--- src/rtl/hex_line_renderer.sv ---
// Two-stage VGA overlay that draws NUM_DIGITS hex digits of a frame-latched value with a built-in 8x16 font.
// Optional macro HEX_CURSOR_EN adds a blinking cursor that inverts one selected digit.

module hex_line_renderer #(
   parameter int NUM_DIGITS   = 8,
   parameter int COORD_W      = 10,
   parameter int X0           = 0,
   parameter int Y0           = 0,
   parameter int SCALE_LOG2   = 0,
`ifdef HEX_CURSOR_EN
   parameter int BLINK_FRAMES = 32,
`endif
   localparam int DATA_W      = 4 * NUM_DIGITS,
   localparam int DIG_W       = (NUM_DIGITS > 1) ? $clog2(NUM_DIGITS) : 1
) (
   input  logic               clk,
   input  logic               rst_n,
   input  logic [COORD_W-1:0] pix_x,
   input  logic [COORD_W-1:0] pix_y,
   input  logic               pix_valid,
   input  logic               frame_start,
   input  logic [DATA_W-1:0]  data_in,
   input  logic               lz_en,
`ifdef HEX_CURSOR_EN
   input  logic               cursor_en,
   input  logic [DIG_W-1:0]   cursor_pos,
`endif
   output logic               pix_on,
   output logic               in_box,
   output logic               pix_valid_out
);

   localparam int BOX_W = (NUM_DIGITS * 8) << SCALE_LOG2;
   localparam int BOX_H = 16 << SCALE_LOG2;
   localparam logic [COORD_W:0] X_HI = (COORD_W+1)'(X0 + BOX_W);
   localparam logic [COORD_W:0] Y_HI = (COORD_W+1)'(Y0 + BOX_H);

   if (SCALE_LOG2 < 0 || SCALE_LOG2 > 2) begin : g_bad_scale
      $error("hex_line_renderer: SCALE_LOG2 must be in 0..2");
   end
   if (X0 < 0 || Y0 < 0 || (X0 + BOX_W) > (1 << COORD_W) || (Y0 + BOX_H) > (1 << COORD_W)) begin : g_bad_box
      $error("hex_line_renderer: text box does not fit in COORD_W");
   end

   // Glyph rows 2..11 packed MSB-first; rows 0,1,12..15 and the space glyph (16) are blank.
   function automatic logic [7:0] font_row(input logic [4:0] code, input logic [3:0] row);
      logic [79:0] g;
      logic [7:0]  r;
      case (code)
         5'd0:    g = 80'h3E_63_63_67_6F_7B_73_63_63_3E;
         5'd1:    g = 80'h0C_1C_3C_0C_0C_0C_0C_0C_0C_3F;
         5'd2:    g = 80'h3E_63_03_06_0C_18_30_60_63_7F;
         5'd3:    g = 80'h3E_63_03_03_1E_03_03_03_63_3E;
         5'd4:    g = 80'h06_0E_1E_36_66_7F_06_06_06_0F;
         5'd5:    g = 80'h7F_60_60_60_7E_03_03_03_63_3E;
         5'd6:    g = 80'h1C_30_60_60_7E_63_63_63_63_3E;
         5'd7:    g = 80'h7F_63_03_06_0C_18_18_18_18_18;
         5'd8:    g = 80'h3E_63_63_63_3E_63_63_63_63_3E;
         5'd9:    g = 80'h3E_63_63_63_3F_03_03_03_06_3C;
         5'd10:   g = 80'h08_1C_36_63_63_7F_63_63_63_63;
         5'd11:   g = 80'h7E_33_33_33_3E_33_33_33_33_7E;
         5'd12:   g = 80'h1E_33_61_60_60_60_60_61_33_1E;
         5'd13:   g = 80'h7C_36_33_33_33_33_33_33_36_7C;
         5'd14:   g = 80'h7F_33_31_34_3C_34_30_31_33_7F;
         5'd15:   g = 80'h7F_33_31_34_3C_34_30_30_30_78;
         default: g = '0;
      endcase
      case (row)
         4'd2:    r = g[79:72];
         4'd3:    r = g[71:64];
         4'd4:    r = g[63:56];
         4'd5:    r = g[55:48];
         4'd6:    r = g[47:40];
         4'd7:    r = g[39:32];
         4'd8:    r = g[31:24];
         4'd9:    r = g[23:16];
         4'd10:   r = g[15:8];
         4'd11:   r = g[7:0];
         default: r = '0;
      endcase
      return r;
   endfunction

   logic [DATA_W-1:0] data_shadow_q, data_shadow_d;
   logic [DIG_W-1:0]  digit_q, digit_d;
   logic [2:0]        dh_q, dh_d;
   logic [3:0]        dv_q, dv_d;
   logic              box_q, box_d;
   logic              valid_q, valid_d;
   logic              pix_on_q, pix_on_d;
   logic              in_box_q, in_box_d;
   logic              pix_valid_out_q, pix_valid_out_d;

   logic              x_lo_ok, y_lo_ok;
   logic [COORD_W-1:0] rx, ry;

   // Lower bound compare is elided when the edge sits at coordinate 0.
   if (X0 > 0) begin : g_xlo
      assign x_lo_ok = ({1'b0, pix_x} >= (COORD_W+1)'(X0));
   end else begin : g_xlo_zero
      assign x_lo_ok = 1'b1;
   end
   if (Y0 > 0) begin : g_ylo
      assign y_lo_ok = ({1'b0, pix_y} >= (COORD_W+1)'(Y0));
   end else begin : g_ylo_zero
      assign y_lo_ok = 1'b1;
   end

   always_comb begin
      box_d         = x_lo_ok && y_lo_ok && ({1'b0, pix_x} < X_HI) && ({1'b0, pix_y} < Y_HI);
      rx            = pix_x - COORD_W'(X0);
      ry            = pix_y - COORD_W'(Y0);
      digit_d       = DIG_W'(rx >> (3 + SCALE_LOG2));
      dh_d          = 3'(rx >> SCALE_LOG2);
      dv_d          = 4'(ry >> SCALE_LOG2);
      valid_d       = pix_valid;
      data_shadow_d = frame_start ? data_in : data_shadow_q;
   end

   logic [3:0]            nib [NUM_DIGITS];
   logic [NUM_DIGITS-1:0] lead_zero;
   logic [3:0]            nibble;
   logic                  suppress;
   logic [4:0]            glyph;
   logic [7:0]            row_bits;
   logic                  font_bit;
   logic                  invert;

`ifdef HEX_CURSOR_EN
   localparam int FC_W = (BLINK_FRAMES > 1) ? $clog2(BLINK_FRAMES) : 1;
   logic [FC_W-1:0] frame_cnt_q, frame_cnt_d;
   logic            phase_q, phase_d;

   always_comb begin
      frame_cnt_d = frame_cnt_q;
      phase_d     = phase_q;
      if (frame_start) begin
         if (frame_cnt_q == FC_W'(BLINK_FRAMES - 1)) begin
            frame_cnt_d = '0;
            phase_d     = ~phase_q;
         end else begin
            frame_cnt_d = frame_cnt_q + 1'b1;
         end
      end
   end

   always_ff @(posedge clk or negedge rst_n) begin
      if (!rst_n) begin
         frame_cnt_q <= '0;
         phase_q     <= 1'b0;
      end else begin
         frame_cnt_q <= frame_cnt_d;
         phase_q     <= phase_d;
      end
   end

   assign invert = cursor_en & phase_q & (digit_q == cursor_pos);
`else
   assign invert = 1'b0;
`endif

   // lead_zero[d] is set when digit d and every digit to its left are zero.
   always_comb begin
      lead_zero = '0;
      for (int i = 0; i < NUM_DIGITS; i++) begin
         nib[i] = data_shadow_q[DATA_W-1-4*i -: 4];
      end
      lead_zero[0] = (nib[0] == 4'd0);
      for (int i = 1; i < NUM_DIGITS; i++) begin
         lead_zero[i] = lead_zero[i-1] & (nib[i] == 4'd0);
      end
      nibble          = nib[digit_q];
      suppress        = lz_en && (digit_q != DIG_W'(NUM_DIGITS - 1)) && lead_zero[digit_q];
      glyph           = suppress ? 5'd16 : {1'b0, nibble};
      row_bits        = font_row(glyph, dv_q);
      font_bit        = row_bits[~dh_q];
      in_box_d        = box_q & valid_q;
      pix_on_d        = in_box_d & (font_bit ^ invert);
      pix_valid_out_d = valid_q;
   end

   always_ff @(posedge clk or negedge rst_n) begin
      if (!rst_n) begin
         data_shadow_q   <= '0;
         digit_q         <= '0;
         dh_q            <= '0;
         dv_q            <= '0;
         box_q           <= 1'b0;
         valid_q         <= 1'b0;
         pix_on_q        <= 1'b0;
         in_box_q        <= 1'b0;
         pix_valid_out_q <= 1'b0;
      end else begin
         data_shadow_q   <= data_shadow_d;
         digit_q         <= digit_d;
         dh_q            <= dh_d;
         dv_q            <= dv_d;
         box_q           <= box_d;
         valid_q         <= valid_d;
         pix_on_q        <= pix_on_d;
         in_box_q        <= in_box_d;
         pix_valid_out_q <= pix_valid_out_d;
      end
   end

   assign pix_on        = pix_on_q;
   assign in_box        = in_box_q;
   assign pix_valid_out = pix_valid_out_q;

endmodule

--- config.mk ---
export PLATFORM = sky130hd
export DESIGN_NAME = hex_line_renderer
export DESIGN_NICKNAME = d
export VERILOG_FILES = /design/src/rtl/hex_line_renderer.sv
export SDC_FILE = /design/constraint.sdc
export NUM_CORES = 1
export LEC_CHECK = 0
export ABC_AREA = 1
export CAP_MARGIN = 15
export CORE_MARGIN = 4
export CORE_UTILIZATION = 40
export DETAILED_ROUTE_END_ITERATION = 12
export MAX_ROUTING_LAYER = met4
export PLACE_DENSITY = 0.74
export SETUP_SLACK_MARGIN = 0.2
export SLEW_MARGIN = 25
export SYNTH_ARGS = -nofsm -noshare
export SYNTH_HDL_FRONTEND = slang
export SYNTH_SLANG_ARGS = --single-unit
--- constraint.sdc ---
create_clock -name clk -period 6.77 [get_ports clk]
set_clock_uncertainty 0.05 [all_clocks]
set_input_delay 0.677 -clock clk [delete_from_list [all_inputs] [get_ports clk]]
set_output_delay 0.677 -clock clk [all_outputs]
set_load 0.01 [all_outputs]
# After elaboration in Yosys (flattened, before gate mapping)
# Memories as Yosys holds them, arrays and structs flattened.
# Cells that the tools add are included.
totals:
  elab_cells: 58
  memories: 1
  out_inout_bits: 3
  register_bits: 47
  rom_bits: 1120
  inputBits: 57
memory_table:
  columns: ["name", "words", "word_bits", "read_ports", "rd_ports_with_merged_regs", "wr", "line_no", "text"]
  rows:
  - ["(name not given)", 16, 70, 1, 0, 0, "49", "case (code)"]
classes:
  n_bitwise: 11
  reduce_logical: 11
  eq_ne: 11
  magnitude_cmp: 5
  mux: 10
op_table:
  columns: ["operator", "n"]
  rows:
  - ["80-bit 2-to-1 mux", 1]
  - ["8-bit case mux with 10 select lines", 1]
  - ["4-bit zero test", 8]
  - ["4-bit by 3-bit == test with 1-bit output, second input constant", 4]
  - ["4-bit == test, second input constant", 4]
  - ["4-bit binary-select mux with 3-bit select", 1]
  - ["10-bit by 5-bit less-than comparator with 1-bit output, second input constant", 1]
  - ["10-bit by 7-bit less-than comparator with 1-bit output, second input constant", 1]
  - ["1-bit AND", 9]
  - ["4-bit by 2-bit == test with 1-bit output, second input constant", 2]
  - ["3-bit by 4-bit less-than comparator with 1-bit output, second input constant", 2]
  - ["4-bit 2-to-1 mux", 2]
  - ["1-bit binary-select mux with 3-bit select", 2]
  - ["5-bit 2-to-1 mux", 1]
  - ["4-bit >= comparator, second input constant", 1]
  - ["3-bit inverter with 4-bit output", 1]
  - ["1-bit logical AND", 3]
  - ["3-bit != test, second input constant", 1]
  - ["3-bit inverter", 1]
  - ["1-bit 2-to-1 mux", 2]

# Depth between registers and ports, before layout
# Gate-level depths: netlist of the first run.
# An unclocked memory read counts as a cell.
depth:
  word_depth: 18
  depth_mapped: 22
  ltp_nobuf: 20

# Worst setup path after synthesis of the first run
# No wires, ideal clock.
synth_timing:
  kind: "register to register"
  from: "reg digit_q[0]"
  to: "reg pix_on_q, in the netlist pix_on"
  period_less_slack_ps: 2369
  path_stages_with_launch: 22
  n_path_buf: 2
  arrival_ps: 2246
  setup_time_ps: 73
  required_ps: 6647
  setup_slack_ps: 4401
  cell_sequence: "dfrtp_1 -> buf_6 -> inv_6 -> buf_6 -> nand2_1 -> nand3_1 -> nand2_1 -> inv_1 -> nand2_2 -> ha_1 -> nand3_1 -> nand2_1 -> nand2_1 -> nand3_1 -> and2_1 -> nand2_1 -> nand2_1 -> nand2_1 -> nor2_1 -> nor2_1 -> nand2_1 -> a21oi_2"
synth_between:
  elab_chain_cells: 11
  elab_cells_between_ends: 16
  cone_classes: "eq/ne: 1; mux: 10; bitwise: 2; reduce/logical: 2; memory: 1"
synth_rtl:
  columns: ["element", "line_no", "text"]
  rows:
  - ["start: declaration", "85", "logic [DIG_W-1:0] digit_q, digit_d;"]
  - ["start signal: assignment", "195", "digit_q <= digit_d;"]
  - ["3-bit inverter with 4-bit output (not written as such)", "172", "nibble = nib[digit_q];"]
  - ["4-bit binary-select mux with 3-bit select", "172", null]
  - ["4-bit 2-to-1 mux (not written as such) (2 in series)", "172", null]
  - ["5-bit 2-to-1 mux (*)", "174", "glyph = suppress ? 5'd16 : {1'b0, nibble};"]
  - ["memory read 16 x 70 bit", null, null]
  - ["80-bit 2-to-1 mux (*)", "49", null]
  - ["8-bit case mux with 10 select lines (*)", "68", "case (row)"]
  - ["1-bit binary-select mux with 3-bit select (*)", "176", "font_bit = row_bits[~dh_q];"]
  - ["1-bit 2-to-1 mux (not written as such) (*)", "176", null]
  - ["1-bit AND (*)", "178", "pix_on_d = in_box_d & (font_bit ^ invert);"]
  - ["named net pix_on_d", "90", "logic pix_on_q, pix_on_d;"]
  - ["end signal: assignment", "200", "pix_on_q <= pix_on_d;"]
  - ["end: declaration", "90", null]
# The timed path passes the listed nets; every way through them passes the cells marked *. The select of a mux whose other input is x is not followed.
# A chain may end at the register's enable or synchronous reset.

# Worst setup path after layout of the first run
# Same ends and word-level chain as after synthesis.

==> impl_metrics.ini, run 1 <==
[hold_path]
hold_path.class = in2async

[final_layout]
area_delta_synth_final_pct = 19.16
ff_latch_area_sq_mm = 0.001176
final_area_sq_mm = 0.004343
drive_gt1_share_pct = 11.60
final_util_pct = 49.32
multiInputGateArea_sq_mm = 0.002132
antenna_cells = 0
nFillCells = 872
nNetsFinal = 634

[worst_setup_path]
critPathArrivalTime_ns = 3.24
crit_family = simple AND/OR/NAND/NOR gates
cp_num_buf_inv = 3
path_class = reg2reg
cpMostUsedCell = nand2_1
endpoint_kind = flop
critPathSlowestCell = dfrtp_1
startpoint_type = flop
worstPathMaxFanout = 18
max_stage_delay_ns = 0.73
critical_path_required_ns = 6.91
crit_chain = inv_6 -> nand2_1 -> nand3_1 -> nand2_1 -> nand2_1 -> nand2_2 -> inv_1 -> ha_1 -> inv_1 -> nand3_1 -> nand2_1 -> nand2_1 -> a22oi_1 -> nand4_1 -> nand2_1 -> nand2_1 -> nand2_1 -> a21oi_2

[global_route]
antenna_found_initial = 0
overflow = 0
grt_usage_pct = 19.64
grt_max_degree = 48
grt_pass1_wl_mm = 16.25
first_global_vias = 3451

[detailed_routing]
ant_nets = 0
wl_mm = 9.869
route.met2.wl_mm = 4.659
highest_layer = met4
vias_per_cell = 5.300
routed-via-count = 3588
met1Wirelength_mm = 4.230
drc = 0
drt-initial-drc-count = 240
met3WireLength_um = 674
drt_first_pass_iters = 5
routedWlPerCell_um = 14.58

[run]
maxCapViolations = 0

[placed_design]
gp_congestion = 1.095
io_buffers = 59
placement.cell_area_sq_mm = 0.004234
hpwl_mm = 7.770
pre_cts_ws_ns = 3.768

[logic_synthesis]
synth_nets = 583
yosysUniqueCellTypes = 37
synthCells = 518
yosysWarnings = 0
syn_area_sq_mm = 0.003645
synth-seq-cells = 47
synth_area_per_cell_sq_um = 7.036
synth-seq-area-share_pct = 32.27

[clock_network]
cts_root_buf = clkbuf_8
cts_resized = 0
cts_setup_buffers = 0
ctsHoldBuffers = 0
clkTransAtPathRegs_ns = 0.08
clk_path_buf_depth = 2
cts_tree = yes
cts_sinks = 47
h-tree-depth = 2
cts_buffers = 5
insertion_delay_ns = 0.30

[timing]
fin_crit_sh_pct = 45.81
relSlewSlack_pct = 33.10
setup_ws_ns = 3.669
worst_pin_slew_ns = 0.9959
period_minus_slack_ns = 3.101
final_hold_viol_count = 0
fmax_mhz = 322.5
whs_ns = 0.3223
setup_violations = 0
tns_ns = 0
drv_slew = 0
rsz0062_at_grt = false

[status]
status = finished clean

[floorplanning]
num_rows = 34
core_sq_mm = 0.008806
dieWidth_um = 103.5
initial_core_util_pct = 41.39
io_pins = 60
die_area_sq_mm = 0.01070
dieHeight_um = 103.5

[power_and_ir_drop]
p_leak_nw = 2.117
cellPowerDensity_mw_per_mm2 = 180.9
max-vdd-ir-drop_mv = 0.1523
-- sequential cells by signal (all words and copies together) (netlist names), 3 cells and up --
register,count
digit_q,3
dh_q,3
data_shadow_q,32
dv_q,4
-- report_power, final --
part	switching [mW]	leakage, nW	internal [mW]
Clock	0.0895	0.0502	0.108
Sequential	0.0225	0.559	0.303
Combinational	0.159	1.51	0.103
-- Yosys cell counts --
cell type / instances / area (sq um)
nand2_8: 1 / 20.02
buf_6: 7 / 78.83
inv_6: 1 / 8.760
ha_1: 8 / 100.1
nor2_1: 62 / 232.7
mux2_2: 26 / 292.8
inv_4: 2 / 12.51
a21oi_4: 2 / 32.53
nand2_2: 9 / 56.30
buf_12: 1 / 20.02
nor2_4: 2 / 22.52
a22oi_1: 1 / 7.510
and2_1: 1 / 6.260
clkbuf_1: 4 / 15.01
nor3_1: 1 / 5.000
a21oi_1: 5 / 25.02
nand3_2: 6 / 60.06
nand4_1: 6 / 37.54
dfrtp_1: 47 / 1176
buf_2: 2 / 10.01
a31oi_1: 2 / 12.51
nor2_8: 1 / 20.02
a21oi_2: 2 / 17.52
o21ai_1: 6 / 30.03
clkinv_1: 1 / 3.750
nand2_4: 5 / 56.30
o21ai_0: 14 / 70.07
o21bai_1: 2 / 15.01
nor4_1: 2 / 12.51
inv_1: 46 / 172.7
o22ai_1: 1 / 6.260
a21boi_0: 1 / 7.510
nand3_1: 64 / 320.3
nand2_1: 172 / 645.6
and3_1: 2 / 12.51
buf_4: 2 / 15.01
nand3b_1: 1 / 7.510
-- stage by stage --
| stage | total power [mW] | instances |
|---|---|---|
| floorplan | 0.5122 | 518 |
| global placement | 0.5888 | 670 |
| detailed placement | 0.5889 | 670 |
| CTS | 0.7890 | 677 |
| global route | 0.8365 | 677 |
| finish | 0.7857 | 677 |
-- area by class of cell --
type | instances | share of cell area [%]
repair buffers | 60 | 13.71
multi-input cells | 405 | 49.09
clock buffers | 5 | 1.585
clock inverters | 2 | 0.8643
flip-flops and latches | 47 | 27.08
well taps | 108 | 3.112
inverters | 50 | 4.552
-- layout by cell type (no fill, tap or decap), types with 5 or more instances in the layout --
| cell | n |
|---|---|
| nor2_1 | 62 |
| inv_1 | 46 |
| clkbuf_8 | 5 |
| nand3_1 | 64 |
| a21oi_1 | 5 |
| clkdlybuf4s50_1 | 58 |
| mux2_2 | 26 |
| ha_1 | 8 |
| nand2_1 | 172 |
| nand2_2 | 9 |
| dfrtp_1 | 47 |
| nand2_4 | 5 |
| nand3_2 | 6 |
| o21ai_1 | 6 |
| nand4_1 | 6 |
| o21ai_0 | 14 |
-- logic make-up (layout without fill, tap and decap cells) --
family / count (synthesis) / in the layout / synth area share [%]
and+or+nand+nor: 335 / 335 / 41.57
adders and majority gates: 8 / 8 / 2.746
DFF: 47 / 47 / 32.27
AOI/OAI and AO/OA: 36 / 36 / 6.145
buffers and inverters: 66 / 117 / 9.234
muxes: 26 / 26 / 8.033
-- routing by layer --
layer,up-vias,global-route usage [%]
met5,-,-
met4,0,7.869
met3,33,2.414
met2,162,31.13
met1,1628,25.53
li1,1765,-
-- worst reg2reg max path, delay by kind of cell, from the launching register on --
family | cells | cell delay (ns)
and+or+nand+nor | 12 | 1.25
buffers and inverters | 3 | 0.46
DFF | 1 | 0.73
adders and majority gates | 1 | 0.30
AOI/OAI and AO/OA | 2 | 0.20
-- path summary, 6_finish.rpt --
kind                                 start       endpoint  slack [ns]  cells after the start
min in group clk           pix_valid_out_d  pix_valid_out        0.34                      0
min reg2reg                pix_valid_out_d  pix_valid_out        0.34                      0
max                             digit_q[0]         pix_on        3.67                     18
max in group asynchronous            rst_n     digit_q[2]        5.97                      1
min                                  rst_n          box_q        0.32                      1
max reg2reg                     digit_q[0]         pix_on        3.67                     18
Power figures use the tool's default switching activity.
==> run 2, diff against run 1 <==
--- a/config.mk
+++ b/config.mk
@@ -11,7 +11,7 @@
 export CORE_UTILIZATION = 40
 export DETAILED_ROUTE_END_ITERATION = 12
 export MAX_ROUTING_LAYER = met4
-export PLACE_DENSITY = 0.74
+export PLACE_DENSITY = 0.76
 export SETUP_SLACK_MARGIN = 0.2
 export SLEW_MARGIN = 25
 export SYNTH_ARGS = -nofsm -noshare
==> constraint.sdc (replaced) <==
create_clock -name clk -period 2.7 [get_ports clk]
set_clock_uncertainty 0.05 [all_clocks]
set_input_delay 0.27 -clock clk [delete_from_list [all_inputs] [get_ports clk]]
set_output_delay 0.27 -clock clk [all_outputs]
set_load 0.01 [all_outputs]
==> run 2 against run 1 <==
Effect of this change:
- first-iteration DRC count grew 25%
- sequential share of layout area shrank 4.8 points
- final area grew 22%
- non-clock buffer count grew 53
- hold slack gained 0.012 ns
- sequential power grew to 2.5 times the previous value
- maximum frequency grew 24%
- setup slack lost 3.5 ns
- combinational power grew to 3.7 times the previous value
- routed wire length grew 22%
==> impl_metrics.ini, run 2 (same netlist as run 1, synthesis figures left out) <==
[floorplanning]
num_rows = 34
die_area_sq_mm = 0.01070
core_sq_mm = 0.008806
initial_core_util_pct = 41.39
io_pins = 60
dieWidth_um = 103.5
dieHeight_um = 103.5

[timing]
fmax_mhz = 401.3
tns_ns = 0
fin_crit_sh_pct = 92.29
relSlewSlack_pct = 58.34
whs_ns = 0.3342
rsz0062_at_grt = true
worst_pin_slew_ns = 0.6225
final_hold_viol_count = 0
drv_slew = 0
period_minus_slack_ns = 2.492
setup_violations = 0

[worst_setup_path]
path_class = reg2reg
critical_path_required_ns = 2.89
worstPathMaxFanout = 8
startpoint_type = flop
endpoint_kind = flop
critPathArrivalTime_ns = 2.68

[final_layout]
layout_top_registers = data_shadow_q: 32 flops, dv_q: 4 flops
drive_gt1_share_pct = 29.44
area_delta_synth_final_pct = 45.07
antenna_cells = 0
top_register = data_shadow_q
nNetsFinal = 689
final_common_cell = nand2_1
largest_reg_flops = 32
most-common-layout-cells = nand2_1, nor2_1, clkdlybuf4s50_1, nand3_1, dfrtp_1

[run]
maxCapViolations = 0

[clock_network]
cts_root_buf = clkbuf_8
cts_buffers = 5
cts_tree = yes
cts_sinks = 47
insertion_delay_ns = 0.30
h-tree-depth = 2
clkTransAtPathRegs_ns = 0.09
clk_path_buf_depth = 2

[placed_design]
io_buffers = 59
hpwl_mm = 8.487
gp_congestion = 0.9820

[global_route]
grt_pass1_wl_mm = 17.52
first_global_vias = 3758
overflow = 0
grt_usage_pct = 21.49
grt_max_degree = 48
antenna_found_initial = 0

[power_and_ir_drop]
swShare_pct = 35.63
cellPowerDensity_mw_per_mm2 = 443.6
pwr-share-seq_pct = 34.8
max-vdd-ir-drop_mv = 0.3920
p_leak_nw = 2.491
pwr-share-comb_pct = 41.9
switchingPower_mw = 0.8358
p_int_mw = 1.510
p_clk_share_pct = 23.3

[detailed_routing]
ant_nets = 0
routed-via-count = 4037
drc = 0
drt-initial-drc-count = 299
routedWlPerCell_um = 16.41
drt_first_pass_iters = 5
vias_per_cell = 5.508
wl_mm = 12.03

[status]
status = finished clean

[hold_path]
hold_path.class = reg2reg
==> run 2: per-layer routing <==
metal | global-route usage (%) | vias to the layer above | wire, um
met2 | 35.39 | 236 | 5927
met4 | 9.462 | 0 | 575
met5 | - | - | 0
met3 | 3.353 | 51 | 926
met1 | 26.02 | 1862 | 4601
li1 | - | 1888 | -
==> run 2: final timing paths <==
kind	from	to	slack, ns	depth (start not counted)
max	digit_q[0]	pix_on	0.21	19
min	pix_valid_out_d	pix_valid_out	0.33	0
max reg2reg	digit_q[0]	pix_on	0.21	19
min reg2reg	pix_valid_out_d	pix_valid_out	0.33	0
max in group asynchronous	rst_n	digit_q[0]	1.72	2
min in group asynchronous	rst_n	in_box	0.45	2
==> run 2: stage by stage <==
step           total power, mW  utilization (%)  cells  setup WS [ns]  area, sq um
3_5_place_dp             1.565            51.09    702        0.08574         4499
2_1_floorplan            1.284                -    518         0.3311         3645
3_3_place_gp             1.558            51.09    702         0.1172         4499
6_report                 2.346            60.05    733         0.2082         5288
5_1_grt                  2.470            60.05    733        0.07372         5288
4_1_cts                  2.135            52.94    710         0.2080         4662
==> run 2: power groups by stage <==
stage	clock network [mW]	logic, mW	registers (mW)
finish	0.547	0.983	0.816
global route	0.593	1.05	0.823
CTS	0.563	0.760	0.812
detailed placement	0	0.740	0.825
global placement	0	0.736	0.822
floorplan	0	0.481	0.803
==> run 2: worst max-delay path, cell delays in order (launching register included) <==
cell,delay [ns]
dfrtp_2,0.46
buf_12,0.16
clkinv_8,0.06
nand2_2,0.05
nand3_2,0.08
nand2_2,0.07
inv_4,0.08
nand2_8,0.09
buf_12,0.13
ha_4,0.29
inv_1,0.04
nand2_1,0.11
o21ai_1,0.10
a21oi_1,0.19
a21oi_2,0.07
nand4_1,0.09
nand2_1,0.05
nand2_1,0.06
nand2_1,0.06
a21oi_2,0.12
==> run 2: timing repair <==
action | in CTS | in global routing
cloned | 0 | 6
endpoints found under the hold margin | 0 | 47
endpoints found under the setup margin | 1 | 1
hold buffers | 0 | 1
gates resized for setup | 12 | 90
setup buffers | 0 | 16
pin swaps | 1 | 31
==> run 2: area by class of cell <==
cell class / count / area [sq um]
fill: 729 / 3518
timing repair inverter: 1 / 8.758
clock buffer: 6 / 82.58
sequential: 47 / 1180
clock inverter: 2 / 38.79
tap: 108 / 135.1
timing repair buffer: 113 / 1126
inverter: 50 / 222.7
multi-input combinational: 406 / 2494
